==> config.mk <==
export PLATFORM = sky130hd
export DESIGN_NAME = btb_assoc
export DESIGN_NICKNAME = d
export VERILOG_FILES = /design/src/rtl/btb_assoc_pkg.sv /design/src/rtl/btb_lru_select.sv /design/src/rtl/btb_assoc.sv
export SDC_FILE = /design/constraint.sdc
export NUM_CORES = 2
export LEC_CHECK = 0
export BUFFER_PORTS_ARGS = -buffer_cell sky130_fd_sc_hd__clkbuf_2
export CAP_MARGIN = 20
export CORE_MARGIN = 4
export CORE_UTILIZATION = 65
export CTS_BUF_LIST = sky130_fd_sc_hd__clkbuf_8
export CTS_CLUSTER_DIAMETER = 120
export DETAILED_ROUTE_END_ITERATION = 6
export PLACE_DENSITY = 0.89
export SYNTH_ARGS = -nofsm -noshare
export SYNTH_HDL_FRONTEND = slang
export SYNTH_SLANG_ARGS = --single-unit
==> constraint.sdc <==
create_clock -name clk -period 6.5 [get_ports clk]
set_input_delay 1.3 -clock clk [delete_from_list [all_inputs] [get_ports clk]]
set_output_delay 1.3 -clock clk [all_outputs]
set_load 0.1 [all_outputs]
==> src/rtl/btb_assoc_pkg.sv <==
// Shared types and constants for the set-associative branch target buffer.
// Statistic ports and counters exist only when BTB_STATS_EN is defined.
package btb_assoc_pkg;

  localparam int unsigned STAT_W = 32;

  typedef enum logic [0:0] {
    BTB_IDLE  = 1'b0,
    BTB_SWEEP = 1'b1
  } btb_state_e;

  // Counter value written on allocation: MSB set, rest clear (weakly taken).
  function automatic int unsigned ctr_weak_taken(input int unsigned ctr_w);
    return 32'(1) << (ctr_w - 1);
  endfunction

endpackage

==> src/rtl/btb_lru_select.sv <==
// True-LRU helper for one set: picks the replacement way and produces the ages after a touch.
module btb_lru_select
  import btb_assoc_pkg::*;
#(
  parameter int unsigned WAYS = 2
) (
  input  logic [WAYS*$clog2(WAYS)-1:0] ages,
  input  logic [WAYS-1:0]              valids,
  input  logic                         hit,
  input  logic [$clog2(WAYS)-1:0]      hit_way,
  output logic [$clog2(WAYS)-1:0]      victim_way,
  output logic                         victim_valid,
  output logic [WAYS*$clog2(WAYS)-1:0] next_ages
);

  localparam int unsigned AGE_W = $clog2(WAYS);

  logic             found_free;
  logic [AGE_W-1:0] touched;
  logic [AGE_W-1:0] touched_age;

  // Lowest-index invalid way wins; otherwise the oldest way (age WAYS-1).
  always_comb begin
    victim_way = '0;
    found_free = 1'b0;
    for (int unsigned w = 0; w < WAYS; w++) begin
      if (!valids[w] && !found_free) begin
        victim_way = AGE_W'(w);
        found_free = 1'b1;
      end
    end
    if (!found_free) begin
      for (int unsigned w = 0; w < WAYS; w++) begin
        if (ages[w*AGE_W +: AGE_W] == AGE_W'(WAYS - 1)) begin
          victim_way = AGE_W'(w);
        end
      end
    end
    victim_valid = valids[victim_way];
  end

  // Touched way becomes youngest; ways younger than it age by one.
  always_comb begin
    touched     = hit ? hit_way : victim_way;
    touched_age = '0;
    next_ages   = ages;
    for (int unsigned w = 0; w < WAYS; w++) begin
      if (AGE_W'(w) == touched) begin
        touched_age = ages[w*AGE_W +: AGE_W];
      end
    end
    for (int unsigned w = 0; w < WAYS; w++) begin
      if (AGE_W'(w) == touched) begin
        next_ages[w*AGE_W +: AGE_W] = '0;
      end else if (ages[w*AGE_W +: AGE_W] < touched_age) begin
        next_ages[w*AGE_W +: AGE_W] = ages[w*AGE_W +: AGE_W] + AGE_W'(1);
      end
    end
  end

endmodule

==> src/rtl/btb_assoc.sv <==
// N-way set-associative BTB: combinational lookup, single update port, true-LRU, flush sweep.
// Define BTB_STATS_EN to add saturating hit/allocation/eviction counters and their ports.
module btb_assoc
  import btb_assoc_pkg::*;
#(
  parameter int unsigned SETS   = 8,
  parameter int unsigned WAYS   = 2,
  parameter int unsigned ADDR_W = 32,
  parameter int unsigned CTR_W  = 2
) (
  input  logic              clk,
  input  logic              rst,
  input  logic [ADDR_W-1:0] lk_pc,
  output logic              lk_hit,
  output logic [ADDR_W-1:0] lk_target,
  output logic              lk_taken,
  input  logic              upd_valid,
  input  logic [ADDR_W-1:0] upd_pc,
  input  logic [ADDR_W-1:0] upd_target,
  input  logic              upd_taken,
  input  logic              flush_req,
  output logic              busy
`ifdef BTB_STATS_EN
  ,
  output logic [STAT_W-1:0] stat_hits,
  output logic [STAT_W-1:0] stat_allocs,
  output logic [STAT_W-1:0] stat_evicts
`endif
);

  localparam int unsigned IDX_W = $clog2(SETS);
  localparam int unsigned AGE_W = $clog2(WAYS);
  localparam int unsigned TAG_W = ADDR_W - IDX_W - 2;
  localparam int unsigned ENT   = SETS * WAYS;
  localparam int unsigned ENT_W = IDX_W + AGE_W;
  localparam logic [CTR_W-1:0] CTR_INIT = CTR_W'(ctr_weak_taken(CTR_W));

  // Flat storage, entry index = {set, way}.
  logic              valid_q  [ENT];
  logic [TAG_W-1:0]  tag_q    [ENT];
  logic [ADDR_W-1:0] target_q [ENT];
  logic [CTR_W-1:0]  ctr_q    [ENT];
  logic [AGE_W-1:0]  age_q    [ENT];

  btb_state_e        state_q, state_d;
  logic [IDX_W-1:0]  sweep_q, sweep_d;

  logic [IDX_W-1:0]  lk_set, upd_set;
  logic [TAG_W-1:0]  lk_tag, upd_tag;
  logic [1:0]        unused_pc_bits;

  logic                    upd_hit;
  logic [AGE_W-1:0]        upd_way;
  logic [WAYS-1:0]         valid_vec;
  logic [WAYS*AGE_W-1:0]   age_vec;
  logic [WAYS*AGE_W-1:0]   next_ages;
  logic [AGE_W-1:0]        victim_way;
  logic                    victim_valid;
  logic [CTR_W-1:0]        ctr_cur, ctr_nxt;
  logic                    upd_fire, hit_wr, alloc_wr;

  function automatic logic [ENT_W-1:0] ent_idx(input logic [IDX_W-1:0] s,
                                               input logic [AGE_W-1:0] w);
    return {s, w};
  endfunction

  assign lk_set         = lk_pc[IDX_W+1:2];
  assign lk_tag         = lk_pc[ADDR_W-1:IDX_W+2];
  assign upd_set        = upd_pc[IDX_W+1:2];
  assign upd_tag        = upd_pc[ADDR_W-1:IDX_W+2];
  assign unused_pc_bits = lk_pc[1:0] ^ upd_pc[1:0];

  assign busy = (state_q == BTB_SWEEP);

  // Lookup sees pre-edge contents; forced to miss while sweeping.
  always_comb begin
    lk_hit    = 1'b0;
    lk_target = '0;
    lk_taken  = 1'b0;
    for (int unsigned w = 0; w < WAYS; w++) begin
      if (state_q == BTB_IDLE && valid_q[ent_idx(lk_set, AGE_W'(w))] &&
          tag_q[ent_idx(lk_set, AGE_W'(w))] == lk_tag) begin
        lk_hit    = 1'b1;
        lk_target = target_q[ent_idx(lk_set, AGE_W'(w))];
        lk_taken  = ctr_q[ent_idx(lk_set, AGE_W'(w))][CTR_W-1];
      end
    end
  end

  // Tag match and per-way state of the update set.
  always_comb begin
    upd_hit   = 1'b0;
    upd_way   = '0;
    valid_vec = '0;
    age_vec   = '0;
    for (int unsigned w = 0; w < WAYS; w++) begin
      valid_vec[w]               = valid_q[ent_idx(upd_set, AGE_W'(w))];
      age_vec[w*AGE_W +: AGE_W]  = age_q[ent_idx(upd_set, AGE_W'(w))];
      if (valid_q[ent_idx(upd_set, AGE_W'(w))] &&
          tag_q[ent_idx(upd_set, AGE_W'(w))] == upd_tag) begin
        upd_hit = 1'b1;
        upd_way = AGE_W'(w);
      end
    end
  end

  btb_lru_select #(
    .WAYS (WAYS)
  ) u_lru (
    .ages         (age_vec),
    .valids       (valid_vec),
    .hit          (upd_hit),
    .hit_way      (upd_way),
    .victim_way   (victim_way),
    .victim_valid (victim_valid),
    .next_ages    (next_ages)
  );

  // Saturating direction counter step for the hitting way.
  always_comb begin
    ctr_cur = ctr_q[ent_idx(upd_set, upd_way)];
    ctr_nxt = ctr_cur;
    if (upd_taken) begin
      if (ctr_cur != '1) ctr_nxt = ctr_cur + CTR_W'(1);
    end else begin
      if (ctr_cur != '0) ctr_nxt = ctr_cur - CTR_W'(1);
    end
  end

  assign upd_fire = upd_valid && (state_q == BTB_IDLE);
  assign hit_wr   = upd_fire && upd_hit;
  assign alloc_wr = upd_fire && !upd_hit && upd_taken;

  always_ff @(posedge clk) begin
    if (rst) begin
      for (int unsigned i = 0; i < ENT; i++) begin
        valid_q[ENT_W'(i)]  <= 1'b0;
        tag_q[ENT_W'(i)]    <= '0;
        target_q[ENT_W'(i)] <= '0;
        ctr_q[ENT_W'(i)]    <= '0;
        age_q[ENT_W'(i)]    <= AGE_W'(i);
      end
    end else if (state_q == BTB_SWEEP) begin
      for (int unsigned w = 0; w < WAYS; w++) begin
        valid_q[ent_idx(sweep_q, AGE_W'(w))] <= 1'b0;
        age_q[ent_idx(sweep_q, AGE_W'(w))]   <= AGE_W'(w);
      end
    end else if (hit_wr) begin
      target_q[ent_idx(upd_set, upd_way)] <= upd_target;
      ctr_q[ent_idx(upd_set, upd_way)]    <= ctr_nxt;
      for (int unsigned w = 0; w < WAYS; w++) begin
        age_q[ent_idx(upd_set, AGE_W'(w))] <= next_ages[w*AGE_W +: AGE_W];
      end
    end else if (alloc_wr) begin
      valid_q[ent_idx(upd_set, victim_way)]  <= 1'b1;
      tag_q[ent_idx(upd_set, victim_way)]    <= upd_tag;
      target_q[ent_idx(upd_set, victim_way)] <= upd_target;
      ctr_q[ent_idx(upd_set, victim_way)]    <= CTR_INIT;
      for (int unsigned w = 0; w < WAYS; w++) begin
        age_q[ent_idx(upd_set, AGE_W'(w))] <= next_ages[w*AGE_W +: AGE_W];
      end
    end
  end

  // Flush sweep: state register.
  always_ff @(posedge clk) begin
    if (rst) begin
      state_q <= BTB_IDLE;
      sweep_q <= '0;
    end else begin
      state_q <= state_d;
      sweep_q <= sweep_d;
    end
  end

  // Flush sweep: one set per cycle, flush_req ignored while sweeping.
  always_comb begin
    state_d = state_q;
    sweep_d = sweep_q;
    case (state_q)
      BTB_IDLE: begin
        if (flush_req) begin
          state_d = BTB_SWEEP;
          sweep_d = '0;
        end
      end
      BTB_SWEEP: begin
        sweep_d = sweep_q + IDX_W'(1);
        if (sweep_q == IDX_W'(SETS - 1)) begin
          state_d = BTB_IDLE;
          sweep_d = '0;
        end
      end
      default: begin
        state_d = BTB_IDLE;
        sweep_d = '0;
      end
    endcase
  end

`ifdef BTB_STATS_EN
  // Saturating event counters.
  always_ff @(posedge clk) begin
    if (rst) begin
      stat_hits   <= '0;
      stat_allocs <= '0;
      stat_evicts <= '0;
    end else begin
      if (lk_hit && stat_hits != '1) stat_hits <= stat_hits + STAT_W'(1);
      if (alloc_wr && stat_allocs != '1) stat_allocs <= stat_allocs + STAT_W'(1);
      if (alloc_wr && victim_valid && stat_evicts != '1) stat_evicts <= stat_evicts + STAT_W'(1);
    end
  end
`endif

endmodule

* After elaboration in Yosys (flattened, before gate mapping) *
Memory sizes are Yosys's and may differ from the RTL's.
Cells that the tools add are included.

operators by class
  equal/unequal tests = 7
  bitwise operators = 3
  add/subtract/negate cells = 5
  reduce and logical (&&, ||, !) cells = 26
  mux-type cells = 82
  $lt $le $gt $ge = 2

operator list
  cell                 count
  $mux 32              4
  $eq 27x27->1         4
  $reduce_or 32->1     2
  $mux 1               56
  $mux 4               12
  $mux 27              1
  $reduce_or 27->1     1
  $logic_and 1x1->1    11
  $mux 2               5
  $reduce_or 1->1      7
  $mux 3               2
  $pmux 3 s2           1
  $ne 2x2->1 const B   2
  $reduce_or 2->1      2
  $add 3x1->3 const B  1
  $eq 3x3->1 const B   1
  $add 1x1->1 const B  2
  $add 2x1->2 const B  1
  $logic_not 1->1      2
  $lt 1x1->1           2
  $or 1x1->1           2
  $pmux 1 s2           1
  $reduce_bool 2->1    1
  $sub 2x1->2 const B  1
  $not 1->1            1

word-level totals
  output and inout port bits = 35
  memories kept = 5
  logic and storage cells = 132
  input bits = 101
  register bits = 4
  memory bits (writable) = 1008

memory list
  memory    words  width  read ports  clocked after memory_dff  write ports  RTL line         RTL
  target_q  16     32     2           0                         16           btb_assoc.sv:41  logic [ADDR_W-1:0] target_q [ENT];
  tag_q     16     27     4           0                         16           btb_assoc.sv:40  logic [TAG_W-1:0] tag_q [ENT];
  ctr_q     16     2      3           0                         16           btb_assoc.sv:42  logic [CTR_W-1:0] ctr_q [ENT];
  age_q     16     1      2           0                         16           btb_assoc.sv:43  logic [AGE_W-1:0] age_q [ENT];
  valid_q   16     1      4           0                         16           btb_assoc.sv:39  logic valid_q [ENT];

* Longest topological paths before layout *
An unclocked memory read counts as a cell.

  depth in word-level cells = 16
  mapped depth = 17
  depth with buffers taken out = 10

* Modules after synthesis *
A second synthesis with hierarchy kept.

second synthesis, totals
  cells, all modules = 3482
  area total of the unflattened synthesis = 51249.2 um2

modules (own cells, without submodules)
  module          area each (um2)  times used  seq. area each (um2)  cells an instance
  btb_assoc       51182.8          1           30178.9               3471
  btb_lru_select  66.3             1           0.0                   11

* Worst setup path before layout *
OpenSTA, ideal clock, no wires.

  path kind = input port to output port
  start point = input lk_pc[2]
  end point = output lk_target[22]
  required time = 5200 ps
  path buffers = 4
  stages = 11
  arrival time = 6355 ps
  setup slack = -1155 ps
  path through = buf_4 > buf_2 > buf_1 > mux4_2 > mux2i_1 > xor2_1 > nand3_1 > nor4_1 > inv_1 > clkbuf_1 > o21ai_0

on the way
  word-level cells in the longest chain between the ends = 5
  elaborated cells on any way between the ends = 11
  classes of those cells = 2 x eq/ne; 2 x mux; 4 x reduce/logical; 3 x memory

RTL lines
  what                                               RTL line                          RTL
  from (decl)                                        btb_assoc.sv:13                   input logic [ADDR_W-1:0] lk_pc,
  $mem_v2 16x27 or $mem_v2 16x1 (tied branches)      --
  $eq 27x27->1 or $logic_and 1x1->1 (tied branches)  btb_assoc.sv:82, btb_assoc.sv:81
  $logic_and 1x1->1                                  btb_assoc.sv:81                   if (state_q == BTB_IDLE && valid_q[ent_idx(lk_set, AGE_W'(w))] &&
  $mux 32                                            btb_assoc.sv:81
  $mux 32 (*)                                        btb_assoc.sv:81
  to (decl)                                          btb_assoc.sv:15                   output logic [ADDR_W-1:0] lk_target,

Mark *: on every way between the ends. The rest lies on a longest branch, timed or not.

* Final worst setup path *
  start point = input lk_pc[2]
  end point = output lk_target[5]

The elaborated chain is that of the path after synthesis.

==> impl_results.md <==
- Post-synth ARST share: 0%
- Placed instance area: 0.05368 mm2
- Vias in the first global route: 33.96k
- Mean Syn Cell Area: 14.71 um2
- Status: finished clean
- Commonest cells after routing, fill and taps aside: edfxtp_1, and2_1, mux4_2
- Wire per inst: 29.76 um
- Internal power: 10.54 mW
- Sw Share: 25.12%
- Worst EP required: 5.20 ns
- Routed vias/inst: 6.930
- Clk root buf: clkbuf_8
- Fin Setup TNS: 0 ns
- Adder-Cell Fraction of Synth Area: 0.04865%
- Worst VDD drop: 0.0002613 V
- Fin. max-slew vios: 0
- Clk_skew: 0.04041 ns
- WL met3: 16,950 um
- Gpl congestion: 0.9223
- Cell variety after synth: 65
- Worst skew pair latency: 0.85 ns
- Area grow syn2layout: 10.52%
- Clock sinks: 1,012
- Sequential standard cell area: 0.03018 mm2
- Final period utilization: 98.37%
- Share of cells above drive strength 1: 23.48%
- Fillcell total: 4,415
- DRT Wirelength: 141,100 um
- Crit path capture type: output pin
- Num ports: 136
- Switch Pwr: 3.537 mW
- Max FO, Critical Path: 25
- Flop pwr share: 53.1%
- First-pass GRT wire length: 208,400 um
- Met2 routed WL: 68,630 um
- Crit path kind: in2out
- Number of nets with antenna violations after routing: 0
- Xor/xnor share of the synthesized area: 1.175%
- Post-DP HPWL: 83,910 um
- Tot GR Track Use: 33.98%
- Setup violators final: 0
- #FFs+latches synth: 1,012
- Port bufs: 131
- Die width: 289.3 um
- Yosys top cell by area: edfxtp_1
- Seq/Total Area, Yosys: 58.67%
- Worst EP arrival: 5.09 ns
- Inserted Clock Buffers: 161
- Clk buf depth: 3
- CTS H-tree lvls: 4
- Measured slew at the worst slew-check pin: 1.167 ns
- Hold Violations, Final: 0
- Multi-input gate area: 0.01980 mm2
- Largest family of logic cells by synthesized area: multiplexers
- Max Clock Freq: 156.4 MHz
- Initial antenna violation count: 9
- Die ar.: 0.08370 mm2
- Fin area: 0.05684 mm2
- Initial drt markers: 4,528
- Top_reg_cell synth: edfxtp_1
- Synth Cell Area: 0.05144 mm2
- Lkg Pwr: 21.28 nW
- Critical Path Start Type: primary input
- Max Cap Viol: 0
- Initial Utilization: 65.96%
- Count of hold buffers inserted by post-cts repair: 0
- Drt pass-1 iters: 6
- Minimum clock period: 6.394 ns
- R2r setup slk: 2.09 ns
- Post-route DRC: 0
- Post-synthesis mux area share: 18.61%
- Synth warnings: 0
- TritonCTS clock tree: done
- Synthesized Nets: 3,600
- Clk network pwr share: 37.2%
- WL met1: 46,420 um
- Syn Inst Count: 3,497
- Site row count: 102
- Synth Area in Simple Gates: 15.36%
- Slew HR: 22.23%
- Synth area leaders: edfxtp_1, mux4_2, and2_1, mux2i_1, clkbuf_1
- RSZ-0062 raised after global routing: false
- Core Region: 0.07798 mm2
- Logic pwr share: 9.6%
- Vias: 32.86k
- Overflow after GRT: 0
- Chip height: 289.3 um
- Hold Path Class: reg2reg
- Largest net degree at the start of global routing: 133
- Layout net count: 3,682
- Commonest non-fill, non-tap cell in the layout: edfxtp_1
- Total Power: 14.08 mW
- Compound-cell area share of the yosys netlist: 3.029%
- Clk pin slew, worst setup/hold paths: 0.06 ns
- Post-synth EDFFs: 991
- Pwr/cell area: 247.7 mW/mm2
- Top-area cell type share of the netlist area: 57.86%
- Top routing layer in use: met5
[path summary, 6_finish.rpt]
kind                 startpoint               to  cells past startpoint
hold / removal      valid_q[13]      valid_q[13]                      1
hold reg to reg     valid_q[13]      valid_q[13]                      1
setup / recovery       lk_pc[2]     lk_target[5]                     13
setup reg to reg  tag_q[14][14]  target_q[13][9]                     13
[registers in the layout (all words and copies together) (netlist names)]
name,count
sweep_q,3
target_q,512
busy,1
tag_q,432
age_q,16
valid_q,16
ctr_q,32
[worst max-delay path: stages]
cell and delay (ns):
buf_8 0.19, buf_4 0.32, mux4_2 0.53, mux2i_1 0.35, xnor2_1 0.11, nor4_1 0.44, nand2_1 0.17, nor4_4 0.44
buf_4 0.29, inv_1 0.18, buf_12 0.21, o21ai_1 0.29, buf_12 0.22
[stage by stage]
stage | hold slack [ns] | worst slack (ns) | util [%] | cells
after global placement | 0.4471 | 0.1169 | 68.82 | 4451
final | 0.4842 | 0.1059 | 72.90 | 4741
after global routing | 0.5044 | 0.01616 | 72.89 | 4739
after CTS | 0.4770 | 0.06209 | 72.74 | 4733
after detailed placement | 0.4630 | 0.08100 | 68.84 | 4452
after floorplan | 0.4381 | -0.4435 | - | 3497
[area by class of cell]
cell class | instances | share of cell area (%)
diodes | 4 | 0.01761
clock inverters | 116 | 1.349
well taps | 1040 | 2.289
repair buffers | 259 | 4.358
inverters | 10 | 0.06603
multi-input cells | 2135 | 34.83
flip-flops and latches | 1012 | 53.09
clock buffers | 165 | 3.995
[power by group through the flow]
stage,logic (mW),registers (mW),clock network (mW)
floorplan,0.886,7.57,0
CTS,1.32,7.48,5.25
global route,1.41,7.49,5.59
finish,1.36,7.48,5.24
detailed placement,1.31,7.61,0
global placement,1.28,7.58,0
[kinds of logic (layout without fill, tap and decap cells)]
logic type | after synthesis | after routing
adders and majority gates | 2 | 2
AOI/OAI and AO/OA | 226 | 226
other | 0 | 4
and+or+nand+nor | 1246 | 1246
buffers and inverters | 350 | 550
DFF | 1012 | 1012
muxes | 592 | 592
xor gates and xnor gates | 69 | 69
[synth_stat cells, types with 4 or more instances]
cell and n:
o21a_1 8, nand4_1 12, a21boi_0 15, inv_1 7
nand3_1 9, nor4_1 110, or3_1 37, buf_1 28
a22oi_1 56, nor2b_1 8, xor2_1 27, nor3_4 12
clkbuf_2 32, nor3b_1 23, o21ai_0 41, and3b_1 7
mux2_1 7, buf_6 16, a21boi_2 10, a31oi_1 7
nor2_1 15, o22ai_1 23, buf_4 12, nand2b_1 15
a21o_1 18, a21oi_1 26, and3_1 20, mux4_2 288
dfxtp_1 21, nand2_1 27, mux2_2 28, and2_1 865
xnor2_1 42, mux2i_1 269, clkbuf_1 190, edfxtp_1 991
a211oi_1 4, nor3_1 31, nor3b_4 4, or2_2 35
buf_2 62
[timing repair]
item,CTS,global route
gates resized for setup,0,5
setup buffers,0,0
endpoints found under the hold margin,0,0
endpoints found under the setup margin,0,34
[metal layers]
layer	up-vias	GRT usage (%)
met4	8	19.18
li1	13444	-
met5	-	0
met1	16211	41.52
met3	655	8.812
met2	2539	55.59
Power figures use the tool's default switching activity.
